[src/rtl/riscv_lsu_if.sv]
// Request/response bus between the load/store unit (master) and the cache controller (slave).
interface riscv_lsu_if #(
    parameter int XLEN   = 32,
    parameter int ADDR_W = 32
);
    logic                m_req;
    logic                m_we;
    logic [ADDR_W-1:0]   m_addr;
    logic [XLEN-1:0]     m_wdata;
    logic [XLEN/8-1:0]   m_be;
    logic                m_ready;
    logic                m_rvalid;
    logic [XLEN-1:0]     m_rdata;

    modport master (
        output m_req, m_we, m_addr, m_wdata, m_be,
        input  m_ready, m_rvalid, m_rdata
    );

    modport slave (
        input  m_req, m_we, m_addr, m_wdata, m_be,
        output m_ready, m_rvalid, m_rdata
    );
endinterface

[src/rtl/riscv_lsu.sv]
// Load/store unit: turns core load/store levels into a cache request/response handshake,
// steering store lanes, extending load data, rejecting misaligned accesses and aborting stuck ones.
module riscv_lsu #(
    parameter int XLEN    = 32,
    parameter int ADDR_W  = 32,
    parameter int TIMEOUT = 255
) (
    input  logic              clk,
    input  logic              reset,
    input  logic              mem_read,
    input  logic              mem_write,
    input  logic [2:0]        funct3,
    input  logic [ADDR_W-1:0] addr,
    input  logic [XLEN-1:0]   w_data,
    output logic [XLEN-1:0]   r_data,
    output logic              stall,
    output logic              misalign,
    output logic              timeout,
    riscv_lsu_if.master       bus
);
    localparam int BYTES = XLEN / 8;
    localparam int OFF_W = $clog2(BYTES);
    localparam int CNT_W = (TIMEOUT > 0) ? $clog2(TIMEOUT + 1) : 1;

    typedef enum logic [1:0] {
        ST_IDLE = 2'd0,
        ST_REQ  = 2'd1,
        ST_WAIT = 2'd2,
        ST_DONE = 2'd3
    } state_t;

    state_t             state_r;
    state_t             next_s;
    logic [CNT_W-1:0]   cnt_r;
    logic               m_req_r;
    logic               m_we_r;
    logic [ADDR_W-1:0]  m_addr_r;
    logic [XLEN-1:0]    m_wdata_r;
    logic [BYTES-1:0]   m_be_r;
    logic [2:0]         f3_r;
    logic [OFF_W-1:0]   off_r;
    logic [XLEN-1:0]    r_data_r;
    logic               misalign_r;
    logic               timeout_r;

    logic               access_s;
    logic               we_s;
    logic [OFF_W-1:0]   off_s;
    logic               illegal_s;
    logic [BYTES-1:0]   be_s;
    logic [XLEN-1:0]    wdata_s;
    logic               expire_s;
    logic               stall_s;
    logic               accept_s;
    logic               reject_s;
    logic               capture_s;
    logic               abort_s;

    function automatic logic [XLEN-1:0] load_extend(
        input logic [XLEN-1:0]  word,
        input logic [OFF_W-1:0] off,
        input logic [2:0]       f3
    );
        logic [XLEN-1:0] lane;
        lane = word >> {off, 3'b000};
        case (f3)
            3'b000:  load_extend = XLEN'($signed(lane[7:0]));
            3'b001:  load_extend = XLEN'($signed(lane[15:0]));
            3'b010:  load_extend = XLEN'($signed(lane[31:0]));
            3'b100:  load_extend = XLEN'(lane[7:0]);
            3'b101:  load_extend = XLEN'(lane[15:0]);
            3'b110:  load_extend = XLEN'(lane[31:0]);
            default: load_extend = lane;
        endcase
    endfunction

    assign access_s = mem_read | mem_write;
    assign we_s     = mem_write & ~mem_read;
    assign off_s    = addr[OFF_W-1:0];
    assign expire_s = (TIMEOUT > 0) && (cnt_r == CNT_W'(TIMEOUT - 1));

    // Access legality: funct3 not available at this XLEN counts as misaligned
    always_comb begin
        illegal_s = 1'b0;
        case (funct3)
            3'b000:  illegal_s = 1'b0;
            3'b001:  illegal_s = addr[0];
            3'b010:  illegal_s = (addr[1:0] != 2'b00);
            3'b011:  illegal_s = (XLEN != 64) || (addr[2:0] != 3'b000);
            3'b100:  illegal_s = we_s;
            3'b101:  illegal_s = we_s || addr[0];
            3'b110:  illegal_s = we_s || (XLEN != 64) || (addr[1:0] != 2'b00);
            default: illegal_s = 1'b1;
        endcase
    end

    // Byte enables and lane-replicated store data
    always_comb begin
        be_s    = '0;
        wdata_s = '0;
        case (funct3[1:0])
            2'b00: begin
                be_s    = BYTES'(1'b1) << off_s;
                wdata_s = {BYTES{w_data[7:0]}};
            end
            2'b01: begin
                be_s    = BYTES'(2'b11) << off_s;
                wdata_s = {(BYTES/2){w_data[15:0]}};
            end
            2'b10: begin
                be_s    = BYTES'(4'hF) << off_s;
                wdata_s = {(BYTES/4){w_data[31:0]}};
            end
            default: begin
                be_s    = '1;
                wdata_s = w_data;
            end
        endcase
    end

    // State register
    always_ff @(posedge clk or negedge reset) begin
        if (!reset) begin
            state_r <= ST_IDLE;
        end else begin
            state_r <= next_s;
        end
    end

    // Next-state logic; a completing handshake beats an expiring timeout
    always_comb begin
        next_s = state_r;
        case (state_r)
            ST_IDLE: begin
                if (access_s && !illegal_s) next_s = ST_REQ;
                else                        next_s = ST_IDLE;
            end
            ST_REQ: begin
                if (bus.m_ready && (m_we_r || bus.m_rvalid)) next_s = ST_DONE;
                else if (expire_s)                           next_s = ST_DONE;
                else if (bus.m_ready)                        next_s = ST_WAIT;
                else                                         next_s = ST_REQ;
            end
            ST_WAIT: begin
                if (bus.m_rvalid || expire_s) next_s = ST_DONE;
                else                          next_s = ST_WAIT;
            end
            ST_DONE: next_s = ST_IDLE;
            default: next_s = ST_IDLE;
        endcase
    end

    // Per-state control: stall, request latch, data capture and abort decisions
    always_comb begin
        stall_s   = 1'b0;
        accept_s  = 1'b0;
        reject_s  = 1'b0;
        capture_s = 1'b0;
        abort_s   = 1'b0;
        case (state_r)
            ST_IDLE: begin
                stall_s  = access_s && !illegal_s;
                accept_s = access_s && !illegal_s;
                reject_s = access_s && illegal_s;
            end
            ST_REQ: begin
                stall_s   = 1'b1;
                capture_s = bus.m_ready && !m_we_r && bus.m_rvalid;
                abort_s   = expire_s && !(bus.m_ready && (m_we_r || bus.m_rvalid));
            end
            ST_WAIT: begin
                stall_s   = 1'b1;
                capture_s = bus.m_rvalid;
                abort_s   = expire_s && !bus.m_rvalid;
            end
            ST_DONE: begin
                stall_s = 1'b0;
            end
            default: begin
                stall_s = 1'b0;
            end
        endcase
    end

    // Cycle counter for REQ/WAIT, cleared while waiting in IDLE
    always_ff @(posedge clk or negedge reset) begin
        if (!reset) begin
            cnt_r <= '0;
        end else if (state_r == ST_IDLE) begin
            cnt_r <= '0;
        end else if ((state_r == ST_REQ) || (state_r == ST_WAIT)) begin
            cnt_r <= cnt_r + CNT_W'(1);
        end
    end

    // Request fields, frozen from acceptance until the next accepted access
    always_ff @(posedge clk or negedge reset) begin
        if (!reset) begin
            m_req_r   <= 1'b0;
            m_we_r    <= 1'b0;
            m_addr_r  <= '0;
            m_wdata_r <= '0;
            m_be_r    <= '0;
            f3_r      <= 3'b000;
            off_r     <= '0;
        end else begin
            m_req_r <= (next_s == ST_REQ);
            if (accept_s) begin
                m_we_r    <= we_s;
                m_addr_r  <= {addr[ADDR_W-1:OFF_W], {OFF_W{1'b0}}};
                m_wdata_r <= wdata_s;
                m_be_r    <= be_s;
                f3_r      <= funct3;
                off_r     <= off_s;
            end
        end
    end

    // Load result and status pulses
    always_ff @(posedge clk or negedge reset) begin
        if (!reset) begin
            r_data_r   <= '0;
            misalign_r <= 1'b0;
            timeout_r  <= 1'b0;
        end else begin
            misalign_r <= reject_s;
            timeout_r  <= abort_s;
            if (capture_s) begin
                r_data_r <= load_extend(bus.m_rdata, off_r, f3_r);
            end else if (abort_s || reject_s) begin
                r_data_r <= '0;
            end
        end
    end

    assign stall       = reset & stall_s;
    assign r_data      = r_data_r;
    assign misalign    = misalign_r;
    assign timeout     = timeout_r;
    assign bus.m_req   = m_req_r;
    assign bus.m_we    = m_we_r;
    assign bus.m_addr  = m_addr_r;
    assign bus.m_wdata = m_wdata_r;
    assign bus.m_be    = m_be_r;
endmodule

[src/flat_wrapper.sv]
// flat-port wrapper written by rule: the top's interface ports become plain ports
module riscv_lsu_flat 
#(
    parameter int XLEN    = 32,
    parameter int ADDR_W  = 32,
    parameter int TIMEOUT = 255
)
  (clk, reset, mem_read, mem_write, funct3, addr, w_data, r_data, stall, misalign, timeout, bus_m_req, bus_m_we, bus_m_addr, bus_m_wdata, bus_m_be, bus_m_ready, bus_m_rvalid, bus_m_rdata);
  riscv_lsu_if #(.XLEN(XLEN), .ADDR_W(ADDR_W)) bus_i ();
  input  logic clk;
  input  logic reset;
  input  logic mem_read;
  input  logic mem_write;
  input  logic [2:0] funct3;
  input  logic [ADDR_W-1:0] addr;
  input  logic [XLEN-1:0] w_data;
  output logic [XLEN-1:0] r_data;
  output logic stall;
  output logic misalign;
  output logic timeout;
  output wire logic [$bits(bus_i.m_req)-1:0] bus_m_req;
  output wire logic [$bits(bus_i.m_we)-1:0] bus_m_we;
  output wire logic [$bits(bus_i.m_addr)-1:0] bus_m_addr;
  output wire logic [$bits(bus_i.m_wdata)-1:0] bus_m_wdata;
  output wire logic [$bits(bus_i.m_be)-1:0] bus_m_be;
  input wire logic [$bits(bus_i.m_ready)-1:0] bus_m_ready;
  input wire logic [$bits(bus_i.m_rvalid)-1:0] bus_m_rvalid;
  input wire logic [$bits(bus_i.m_rdata)-1:0] bus_m_rdata;
  assign bus_m_req = bus_i.m_req;
  assign bus_m_we = bus_i.m_we;
  assign bus_m_addr = bus_i.m_addr;
  assign bus_m_wdata = bus_i.m_wdata;
  assign bus_m_be = bus_i.m_be;
  assign bus_i.m_ready = bus_m_ready;
  assign bus_i.m_rvalid = bus_m_rvalid;
  assign bus_i.m_rdata = bus_m_rdata;
  riscv_lsu #(.XLEN(XLEN), .ADDR_W(ADDR_W), .TIMEOUT(TIMEOUT)) u_core (.clk(clk), .reset(reset), .mem_read(mem_read), .mem_write(mem_write), .funct3(funct3), .addr(addr), .w_data(w_data), .r_data(r_data), .stall(stall), .misalign(misalign), .timeout(timeout), .bus(bus_i));
endmodule
[config.mk]
export PLATFORM = sky130hd
export DESIGN_NAME = riscv_lsu_flat
export DESIGN_NICKNAME = d
export VERILOG_FILES = /design/src/rtl/riscv_lsu_if.sv /design/src/rtl/riscv_lsu.sv /design/src/flat_wrapper.sv
export SDC_FILE = /design/constraint.sdc
export NUM_CORES = 1
export LEC_CHECK = 0
export ABC_AREA = 1
export CAP_MARGIN = 20
export CORE_UTILIZATION = 41
export DETAILED_ROUTE_END_ITERATION = 10
export PLACE_DENSITY_LB_ADDON = 0.15
export SLEW_MARGIN = 5
export SYNTH_ARGS = -nofsm -noshare
export SYNTH_HDL_FRONTEND = slang
export SYNTH_SLANG_ARGS = --single-unit
[constraint.sdc]
create_clock -name clk -period 2.5 [get_ports clk]
set_clock_uncertainty 0.1 [all_clocks]
set_input_delay 0.75 -clock clk [delete_from_list [all_inputs] [get_ports clk]]
set_output_delay 0.75 -clock clk [all_outputs]
set_load 0.01 [all_outputs]
==> flow_summary.toml <==
[grt]
grt_overflow = 0
grt_start_max_net_pins = 118
first_global_vias = 5497
track_usage_pct = 23.27
grt_pass1_wl_um = 26700
antenna_found_initial = 2

[run]
maxCapViolCount = 0

[routing]
drtIter0Drc = 347
drtAntennaViolNets = 0
vias = 5766
first_pass_iters = 4
wl_um = 16910
post_drt_wl_per_cell_um = 14.40
viasPerCell = 4.911
remaining_drc_errors = 0

[power_and_ir_drop]
ir_drop_mv = 0.6689
netSwitchingFraction_pct = 35.60
internal_power_mw = 6.508
clkPwrFrac_pct = 26.7
pwr_density_cell_nw_per_um2 = 1113
comb_power_share_pct = 43.1
p_sw_mw = 3.597
total_power_mw = 10.11
seqPwrFrac_pct = 30.2
p_leak_nw = 4.365

[clocking]
cts_sinks = 117
clk_pin_slew_ns = 0.05
cts_max_path_buffers = 2
cts-root-buf = "clkbuf_16"
clk_latency_ns = 0.41
cts_hold_buffers = 0
numCtsBuffers = 17
cts_max_level = 4
cts_tree = "done"

[critical_path]
cp-start-kind = "primary input"
endpoint_kind = "primary output"
critPathKind = "in2out"
cp_max_fo = 3
crit_arrival_ns = 1.70
required_ns = 1.65

[status]
status = "finished with violations"
violations = "negative setup slack"

[synthesis]
ys_types = 33
synth_cells = 756
netlist_area_um2 = 5932
ys_ff_latch = 117
seq_area_frac_synth_pct = 49.36
yosysWarnings = 0
syn_area_per_cell_um2 = 7.846

[place]
globalplace.congestion = 0.8918
portBuffers = 207
place_area_um2 = 8346
dp_hpwl_um = 11720

[floorplanning]
die_x_um = 122.3
core.rowCount = 43
core_um2 = 13990
io_pins = 210
start_util_pct = 42.41
die_y_um = 122.3
design.die.area_um2 = 14950

[layout]
post-route-cell-area_um2 = 9079
syn_to_final_growth_pct = 53.05
num-nets-final = 1096
drive_gt1_share_pct = 11.38

[sta]
worstMarginPinSlew_ns = 0.6633
tns_ns = -0.05074
fin_ws_ns = -0.05074
max-slew-margin-rel_pct = 55.78
finalSetupViolations = 1
maxSlewViolCount = 0
max_freq_mhz = 392.0
min_period_over_period_pct = 102.0
finalHoldViolCount = 0
rsz0062_at_grt = "true"
min_period_ns = 2.551
hold_ws_ns = 0.3449

[hold_path]
min_path_type = "in2async"
[power by group through the flow]
stage | clock (mW) | sequential [mW] | combinational (mW)
after global routing | 2.82 | 3.14 | 4.80
final | 2.69 | 3.05 | 4.36
after CTS | 2.73 | 3.06 | 4.39
after floorplan | 0 | 3.33 | 1.97
after detailed placement | 0 | 3.06 | 4.36
after global placement | 0 | 3.06 | 4.31
[final cells by class]
cell class                      instances  area, um^2
Antenna cell                            1       2.502
Clock buffer                           20       456.7
Clock inverter                         12       200.2
Fill cell                            1191        4910
Inverter                               43       166.4
Multi-Input combinational cell        552        2659
Sequential cell                       117        2928
Tap cell                              180       225.2
Timing Repair Buffer                  249        2441
[sequential cells by signal, indices dropped and copies added (netlist names)]
name and count:
u_core.bus.m_addr 30, u_core.bus.m_be 4, u_core.bus.m_req 1, u_core.bus.m_wdata 32, u_core.bus.m_we 1, u_core.cnt_r 8
u_core.f3_r 3, u_core.misalign 1, u_core.off_r 2, u_core.r_data 32, u_core.state_r 2, u_core.timeout 1
[kinds of logic (layout without fill, tap and decap cells)]
kind of cell,Yosys count,in the layout,share of synthesized area (%)
xor+xnor,1,1,0.1477
buf+inv,88,324,7.087
compound gates,124,124,11.50
flops,117,117,49.36
simple gates,414,414,29.53
other cells,1,3,0.06322
fa+ha+maj,11,11,2.320
[synth_stat cells, drive strengths merged]
library cell | count | area [um^2]
a211oi | 1 | 7.510
o21a | 1 | 7.510
buf | 29 | 198.9
nor3 | 3 | 15.01
nand2 | 268 | 1023
inv | 43 | 161.4
nand3 | 91 | 480.5
or2 | 1 | 6.260
nor2 | 49 | 212.7
conb | 1 | 3.750
a21oi | 49 | 252.8
o211ai | 14 | 105.1
ha | 11 | 137.6
clkbuf | 16 | 60.06
xnor2 | 1 | 8.760
dfrtp | 117 | 2928
nor3b | 1 | 7.510
a21boi | 1 | 7.510
o21ai | 58 | 301.5
nand4 | 1 | 6.260
[path summary, 6_finish.rpt]
check,slack (ns),to,depth (start not counted),start
max,-0.05,stall,9,funct3[0]
min,0.34,u_core.cnt_r[7],2,reset
max reg2reg,0.28,u_core.bus.m_wdata[6],9,u_core.state_r[0]
min reg2reg,0.37,u_core.bus.m_addr[19],2,u_core.bus.m_addr[19]
max in group asynchronous,1.44,u_core.bus.m_wdata[5],2,reset
min in group clk,0.37,u_core.bus.m_addr[19],2,u_core.bus.m_addr[19]
[routing by layer]
layer  vias up  track usage [%]  routed length, um
li1       2906                -                  -
met1      2621            29.14               7230
met2       206            36.55               7730
met3        31            8.504               1534
met4         2            8.918                401
met5         -                0                 13
[cell usage in the layout (no fill, tap or decap), drive strengths merged, types with 2 or more instances in the layout]
cell type      synthesis  routed
nand3                 91      91
clkdlybuf4s50          0     198
clkinv                 0       3
conb                   1       2
a21oi                 49      49
buf                   29      46
clkbuf                16      21
nand2                268     268
clkinvlp               0       3
inv                   43      44
ha                    11      11
dlygate4sd2            0       3
dfrtp                117     117
o211ai                14      14
bufinv                 0       5
nor2                  49      49
o21ai                 58      58
nor3                   3       3
[critical path, stage by stage]
cell      delay, ns
buf_8          0.10
buf_6          0.11
ha_4           0.18
nand2_2        0.06
nand2_2        0.07
nor2_4         0.11
nand2_4        0.07
a21boi_4       0.12
buf_6          0.11
[what timing repair did]
item	CTS	global route
gates cloned	0	0
pin swaps	7	4
gates resized for setup	33	6
setup buffers	4	1
endpoints found under the setup margin	36	1
endpoints found under the hold margin	0	0
[stage by stage]
step | worst slack (ns) | util (%) | cells
floorplan | -0.1325 | - | 757
global placement | -0.9761 | 59.66 | 1136
detailed placement | -1.014 | 59.66 | 1136
CTS | -0.08042 | 64.79 | 1172
global route | -0.09154 | 64.90 | 1174
finish | -0.05074 | 64.90 | 1174
Power figures use the tool's default switching activity.
